## src/rtl/node_output_capture.sv

```systemverilog
// Capture stage after the node-1 output synchronizer: pushes each change of node_out into a
// show-ahead FIFO with class tag and sticky overflow. Optional macro NODE_OUT_TIMESTAMP_EN adds per-entry stamps.
module node_output_capture #(
  parameter int DEPTH = 8,
  parameter int AW    = $clog2(DEPTH)
) (
  input  logic          clk,
  input  logic          rst_n,
  input  logic [15:0]   node_out,
  input  logic          capture_en,
  input  logic          rd_req,
  input  logic          clr_ovf,
  output logic [15:0]   rd_data,
  output logic          rd_kind,
  output logic          rd_valid,
  output logic [AW:0]   level,
  output logic          overflow
`ifdef NODE_OUT_TIMESTAMP_EN
  ,
  output logic [15:0]   rd_stamp
`endif
);

  localparam logic [AW:0]   FULL_LVL = (AW+1)'(DEPTH);
  localparam logic [AW:0]   ONE_LVL  = (AW+1)'(1);
  localparam logic [AW-1:0] ONE_PTR  = AW'(1);

  logic [15:0]   prev_q;
  logic [AW-1:0] wr_ptr_q, wr_ptr_d;
  logic [AW-1:0] rd_ptr_q, rd_ptr_d;
  logic [AW:0]   level_q, level_d;
  logic          ovf_q, ovf_d;
  logic [16:0]   mem_q [DEPTH];
  logic [16:0]   head;

  logic push_req, pop, full, push_ok, drop, kind;

  assign kind     = (node_out[11:8] == 4'h2);
  assign push_req = capture_en && (node_out != prev_q);
  assign full     = (level_q == FULL_LVL);
  assign pop      = rd_req && (level_q != '0);
  // A full FIFO still accepts a push when the same edge frees a slot.
  assign push_ok  = push_req && (!full || pop);
  assign drop     = push_req && full && !pop;

  always_comb begin
    wr_ptr_d = wr_ptr_q;
    rd_ptr_d = rd_ptr_q;
    level_d  = level_q;
    ovf_d    = ovf_q;
    if (push_ok) wr_ptr_d = wr_ptr_q + ONE_PTR;
    if (pop)     rd_ptr_d = rd_ptr_q + ONE_PTR;
    if (push_ok && !pop)      level_d = level_q + ONE_LVL;
    else if (pop && !push_ok) level_d = level_q - ONE_LVL;
    if (drop)         ovf_d = 1'b1;
    else if (clr_ovf) ovf_d = 1'b0;
  end

  always_ff @(posedge clk) begin
    if (!rst_n) begin
      prev_q   <= 16'h0000;
      wr_ptr_q <= '0;
      rd_ptr_q <= '0;
      level_q  <= '0;
      ovf_q    <= 1'b0;
    end else begin
      prev_q   <= node_out;
      wr_ptr_q <= wr_ptr_d;
      rd_ptr_q <= rd_ptr_d;
      level_q  <= level_d;
      ovf_q    <= ovf_d;
    end
  end

  always_ff @(posedge clk) begin
    if (push_ok) mem_q[wr_ptr_q] <= {kind, node_out};
  end

  assign head     = mem_q[rd_ptr_q];
  assign rd_valid = (level_q != '0);
  assign rd_data  = rd_valid ? head[15:0] : 16'h0000;
  assign rd_kind  = rd_valid ? head[16] : 1'b0;
  assign level    = level_q;
  assign overflow = ovf_q;

`ifdef NODE_OUT_TIMESTAMP_EN
  logic [15:0] ts_q;
  logic [15:0] stamp_q [DEPTH];

  always_ff @(posedge clk) begin
    if (!rst_n) ts_q <= 16'h0000;
    else        ts_q <= ts_q + 16'h0001;
  end

  always_ff @(posedge clk) begin
    if (push_ok) stamp_q[wr_ptr_q] <= ts_q;
  end

  assign rd_stamp = rd_valid ? stamp_q[rd_ptr_q] : 16'h0000;
`endif

endmodule
```

## config.mk

```make
export PLATFORM = sky130hd
export DESIGN_NAME = node_output_capture
export DESIGN_NICKNAME = d
export VERILOG_FILES = /design/src/rtl/node_output_capture.sv
export SDC_FILE = /design/constraint.sdc
export NUM_CORES = 1
export LEC_CHECK = 0
export CAP_MARGIN = 20
export CORE_ASPECT_RATIO = 0.6
export CORE_MARGIN = 4
export CORE_UTILIZATION = 50
export DETAILED_ROUTE_END_ITERATION = 6
export GPL_TIMING_DRIVEN = 0
export PLACE_DENSITY = 0.74
export SLEW_MARGIN = 20
export SYNTH_ARGS = -nofsm -noshare
export SYNTH_HDL_FRONTEND = slang
export SYNTH_SLANG_ARGS = --single-unit
```

## constraint.sdc

```tcl
create_clock -name clk -period 6.5 [get_ports clk]
set_input_delay 1.95 -clock clk [delete_from_list [all_inputs] [get_ports clk]]
set_output_delay 1.95 -clock clk [all_outputs]
set_load 0.05 [all_outputs]
```

; ---- After elaboration in Yosys (flattened, before gate mapping)
; Memories as Yosys holds them, arrays and structs flattened. A register that Yosys moved wholly into a read port is not among the register bits.
; Cells that the tools add are included.
[op_classes]
reduce_logical = 14
add_sub_neg = 4
eq_ne = 3
mux = 10
[op_table]
columns = cell, count
row1 = $mux W16, 1
row2 = $ne A16 B16 Y1, 1
row3 = $mux W4, 2
row4 = $logic_and A1 B1 Y1, 7
row5 = $add A3 B1 Y3 const B, 2
row6 = $mux W3, 2
row7 = $mux W1, 5
row8 = $add A4 B1 Y4 const B, 1
row9 = $eq A4 B2 Y1 const B, 1
row10 = $eq A4 B4 Y1 const B, 1
row11 = $reduce_bool A2 Y1, 2
row12 = $reduce_bool A4 Y1, 1
row13 = $sub A4 B1 Y4 const B, 1
row14 = $logic_not A1 Y1, 3
row15 = $logic_or A1 B1 Y1, 1
[word_totals]
out_inout_bits = 23
word_cells = 37
mem_bits_rw = 136
ff_bits = 27
memories = 1
[mem_list]
columns = name, depth, width, read_ports, rd_clocked_by_memory_dff, wr, line_no
row1 = mem_q, 8, 17, 1, 1, 1, 33  ; logic [16:0] mem_q [DEPTH];

; ---- Logic depth before layout (Yosys ltp)
[depth]
depth_word = 8
ltp_mapped = 13
ltp_nobuf = 12

; ---- Worst setup path after synthesis
; No wires, ideal clock.
[synth_path]
path_type = input to register
start = input node_out[6]
end = register level_q[3], in the netlist level[3]
cell_stages = 13
setup_slack_ns = 2.202
setup_time_ns = 0.076
path_buffers = 1
t_arrival_ns = 4.223
path_cell_list = xor2_1 nor4_1 nand4_1 and3_1 buf_2 ha_1 inv_1 ha_1 a21o_1 a21oi_1 xnor2_1 or3_1 a21boi_0
[synth_between]
elab_chain_len = 6
word_cells_on_any_way = 8
cone_classes = 1 x eq/ne / 1 x mux / 6 x reduce/logical
[synth_rtl]
columns = element, line_no
row1 = start: declaration, 9  ; input logic [15:0] node_out,
row2 = $ne A16 B16 Y1 (*), 39  ; assign push_req = capture_en && (node_out != prev_q);
row3 = $logic_and A1 B1 Y1 (*), 39
row4 = $logic_and A1 B1 Y1 (*), 43  ; assign push_ok = push_req && (!full || pop);
row5 = named net push_ok, 36  ; logic push_req, pop, full, push_ok, drop, kind;
row6 = $logic_not A1 Y1, 54  ; else if (pop && !push_ok) level_d = level_q - ONE_LVL;
row7 = $logic_and A1 B1 Y1, 54
row8 = $reduce_bool A2 Y1 (no source line), -
row9 = end signal: assignment, 70  ; level_q <= level_d;
row10 = end: declaration, 31  ; logic [AW:0] level_q, level_d;
; The timed path passes the listed nets; every way through them passes the cells marked *.
; A chain may end at the register's enable or synchronous reset.

==> run summary <==
The run finished with clean final reports. STA puts the critical path data arrival time at 3.28 ns. In the routed layout, each cell is associated on average with a via count of 5.65. The clock insertion delay at the later pin of the skew report was 0.42 ns; the effective utilization at floorplan was 52.5%.

Of the available clock period, the critical path in the final layout requires 80.5%. Wire length of the first global-routing pass: 20.1 mm. Counting the fill cells in the layout gives 861. Synthesis handed over a netlist of 351 instances.

For this run the aggregate overflow at the end of global routing stands at 0. The tools report the total non-filler cell area in the finished layout as 0.00782 mm^2. Setup repair after global routing left no endpoint under its margin. The first detailed-routing pass ran for 4 iterations. Row generation in the floorplan step produced 31 rows.

Setup violations remaining at the end of the flow were counted as 0. 0 antenna diodes ended up in the layout. Sequential cells account for 38.8% of the total power. 44 I/O pins were placed. In this run the number of H-tree levels came out at 4. Relative to the synthesized area, the layout overhead comes to 20.8%. After clock tree synthesis, the clock-pin slew on the worst setup and hold paths is 0.06 ns. The total global-route track usage came out at 19.1%. The worst hold path belongs to the class reg2reg.

For the detailed-route DRC error count, the log shows 0. The tools report the leakage power total as 2.60 nW. The tightest hold path in the finished design has a slack of 0.513 ns. For this run, the number of Yosys warnings is 0.

Combinational logic burns 31.9% of the power. The data required time at the worst endpoint came out at 4.55 ns. The biggest fanout along the worst timing path works out to 10.

Counting flops and latches in the post-synthesis netlist gives 166. Measured against its own limit, the worst slew margin works out to 43.8%. The HPWL after detailed placement is 8.72 mm. Number of buffers on the longest clock path: 2. In this run, post-CTS repair resized a total of 0 instances. The number of buffers created by CTS was 17.

The cell area that synthesis handed to floorplanning was 0.00647 mm^2. The number of max-slew violations in the final report was 0; the top achievable clock speed was 0.191 GHz. Of the cells placed in the final design, the portion with a size suffix greater than 1 is 20.9%. Across the VDD grid, the largest voltage drop is 231 uV.

The startpoint identified for the worst register-to-register timing path is prev_q[1]$_SDFF_PN0_. Post-CTS timing repair inserted 0 buffers for setup. The logs give 1.07 mW for the net load switching power and 72.4% for the sequential cell area fraction in the yosys report.

The most frequently used flop master after synthesis is sky130_fd_sc_hd__edfxtp_1. For the max-cap violation count, the log shows 0. For the summed negative setup slack over all endpoints, the log shows 0 ns. At the end of the flow, the number of nets in the layout was 450. The share of the synthesized area in the top cell type is 63.1%, and the count of unique library cells instantiated by Yosys is 33. The total count of hold-check failures in the final report is 0. The cell taking the most area after synthesis is sky130_fd_sc_hd__edfxtp_1. Buffers placed on the I/O ports in this run total 43. The internal portion of the total power is 2.15 mW. At the end of routability-driven placement, the weighted congestion stood at 0.757. By area the synthesized netlist is led by sky130_fd_sc_hd__edfxtp_1, sky130_fd_sc_hd__mux4_2, sky130_fd_sc_hd__dfxtp_1.

Of all flip-flops after synthesis, the portion carrying an async set or reset was 0%. After detailed routing, the average wire length per cell comes to 21.8 um. Final wirelength: 13.1 mm.

The start-to-end type of the worst setup path is reg2out. The run gives 3380 as the via count of the first global-routing pass. The tools report the initial antenna violation count as 0. Startpoint of the tightest hold check path: rd_ptr_q[1]$_SDFFE_PN0N_.

From left edge to right edge, the die measures 155 um. The clock period minus worst slack was 5.23 ns; the fraction of power spent switching nets was 33.2%. In this run the vertical extent of the chip is 96.1 um. STA classifies the critical path endpoint as a primary output. The tools report the root buffer cell as sky130_fd_sc_hd__clkbuf_16. The core region is 0.0123 mm^2. For this block, the via count after detailed routing is 3396. STA classifies the critical path startpoint as a register.

The die covers 0.0149 mm^2. The cell area power density was 411 mW/mm^2. For this block, the initial DRC count from the detailed router was 285. For this design, the sink count on the clock tree is 166. The part of the power in the clock network was 29.3%; the net count after synthesis was 378.

For this design, the CTS-stage hold fixing added 0 buffers. For the pin count of the biggest net entering global routing, the log shows 17. For the clock skew after layout, the log shows 0.00802 ns. Dividing the synthesized area by the synthesized cell count gives 18.4 um^2. Once detail routing completed, the nets flagged for antenna violations numbered 0. In this run, synthesis inferred 136 flip-flops with an integrated enable. TritonCTS built the clock tree. The slew of the pin with the lowest slew margin is 0.836 ns. In this run the cell area measured after placement is 0.00726 mm^2.
[cells by family (layout without fill, tap and decap cells)]
kind of cell	Yosys count	after routing	synth area share (%)
adder cells (fa/ha/maj)	6	6	1.28
flip-flops	166	166	72.4
XOR/XNOR	21	21	2.84
multiplexers	55	55	15.1
AO/OA/AOI/OAI	7	7	0.715
buffers and inverters	19	104	1.22
AND/OR/NAND/NOR	77	77	6.48
[per-stage QoR]
step	power [mW]	std cells	util (%)	setup slack (ns)
floorplan	1.98	351	-	2.20
detailed placement	2.30	569	58.8	0.894
finish	3.22	601	63.4	1.27
CTS	3.24	601	63.3	1.27
global route	3.36	601	63.4	1.03
global placement	2.27	559	57.6	0.343
[cells in the final DEF (no fill, tap or decap), drive strengths merged, types with 16 or more instances in the layout]
cell | synthesis | layout
and2 | 21 | 21
buf | 9 | 19
clkbuf | 6 | 24
clkdlybuf4s50 | 0 | 43
dfxtp | 30 | 30
edfxtp | 136 | 136
mux2i | 21 | 21
mux4 | 34 | 34
nor2 | 23 | 23
xor2 | 16 | 16
[power by group through the flow]
stage          registers (mW)  logic, mW  clock network (mW)
5_1_grt                  1.25       1.10                1.01
2_1_floorplan            1.29      0.684                   0
6_report                 1.25       1.03               0.944
4_1_cts                  1.25       1.04               0.961
3_3_place_gp             1.27       1.01                   0
3_5_place_dp             1.27       1.03                   0
[state kept, by name (all words and copies together) (netlist names), named ones only]
register,count
wr_ptr_q,3
overflow,1
prev_q,16
rd_ptr_q,3
mem_q,136
level,4
[critical path: stages (launching register included)]
cell and delay (ns):
sky130_fd_sc_hd__dfxtp_1 0.31, sky130_fd_sc_hd__clkbuf_1 0.40, sky130_fd_sc_hd__buf_1 0.66, sky130_fd_sc_hd__mux4_2 0.36, sky130_fd_sc_hd__mux2i_1 0.07, sky130_fd_sc_hd__nor2_1 0.19
sky130_fd_sc_hd__clkdlybuf4s50_1 0.85
[routing by layer]
layer	GRT usage, %	vias up	routed length, um
met5	0	-	0
met4	6.39	0	159
met3	5.48	13	921
met2	28.3	107	5950
met1	27.5	1772	6100
li1	-	1504	-
[synthesized netlist by cell type, types with 2 or more instances]
master and count:
sky130_fd_sc_hd__nor2b_1 2, sky130_fd_sc_hd__xnor2_1 5, sky130_fd_sc_hd__o21ai_0 2, sky130_fd_sc_hd__ha_1 5, sky130_fd_sc_hd__xor2_1 16, sky130_fd_sc_hd__edfxtp_1 136
sky130_fd_sc_hd__dfxtp_1 30, sky130_fd_sc_hd__buf_2 6, sky130_fd_sc_hd__and2_1 21, sky130_fd_sc_hd__nand4_1 2, sky130_fd_sc_hd__nor3_1 3, sky130_fd_sc_hd__clkbuf_1 6
sky130_fd_sc_hd__inv_1 3, sky130_fd_sc_hd__nand2b_1 2, sky130_fd_sc_hd__nand2_1 8, sky130_fd_sc_hd__nor2_1 23, sky130_fd_sc_hd__buf_1 3, sky130_fd_sc_hd__mux4_2 34
sky130_fd_sc_hd__mux2i_1 21, sky130_fd_sc_hd__a21boi_0 2, sky130_fd_sc_hd__nand3b_1 3, sky130_fd_sc_hd__nand3_1 4, sky130_fd_sc_hd__nor4_1 4
[final timing paths]
kind | endpoint | slack [ns] | cells after the start
min reg2reg | register | 0.51 | 2
max | rd_data[5] | 1.27 | 6
max reg2reg | level[3]$_SDFFE_PN0P_ | 3.14 | 13
min | register | 0.51 | 2
[layout make-up]
cell class / count / area [um^2] / area share [%]
Buffer: 15 / 63.8 / 0.816
Clock buffer: 18 / 429 / 5.49
Clock inverter: 14 / 126 / 1.62
Inverter: 4 / 15.0 / 0.192
Multi-Input combinational cell: 166 / 1740 / 22.2
Sequential cell: 166 / 4680 / 59.9
Tap cell: 165 / 206 / 2.64
Timing Repair Buffer: 53 / 554 / 7.09
Note: power is estimated with default switching activity, not from simulation.
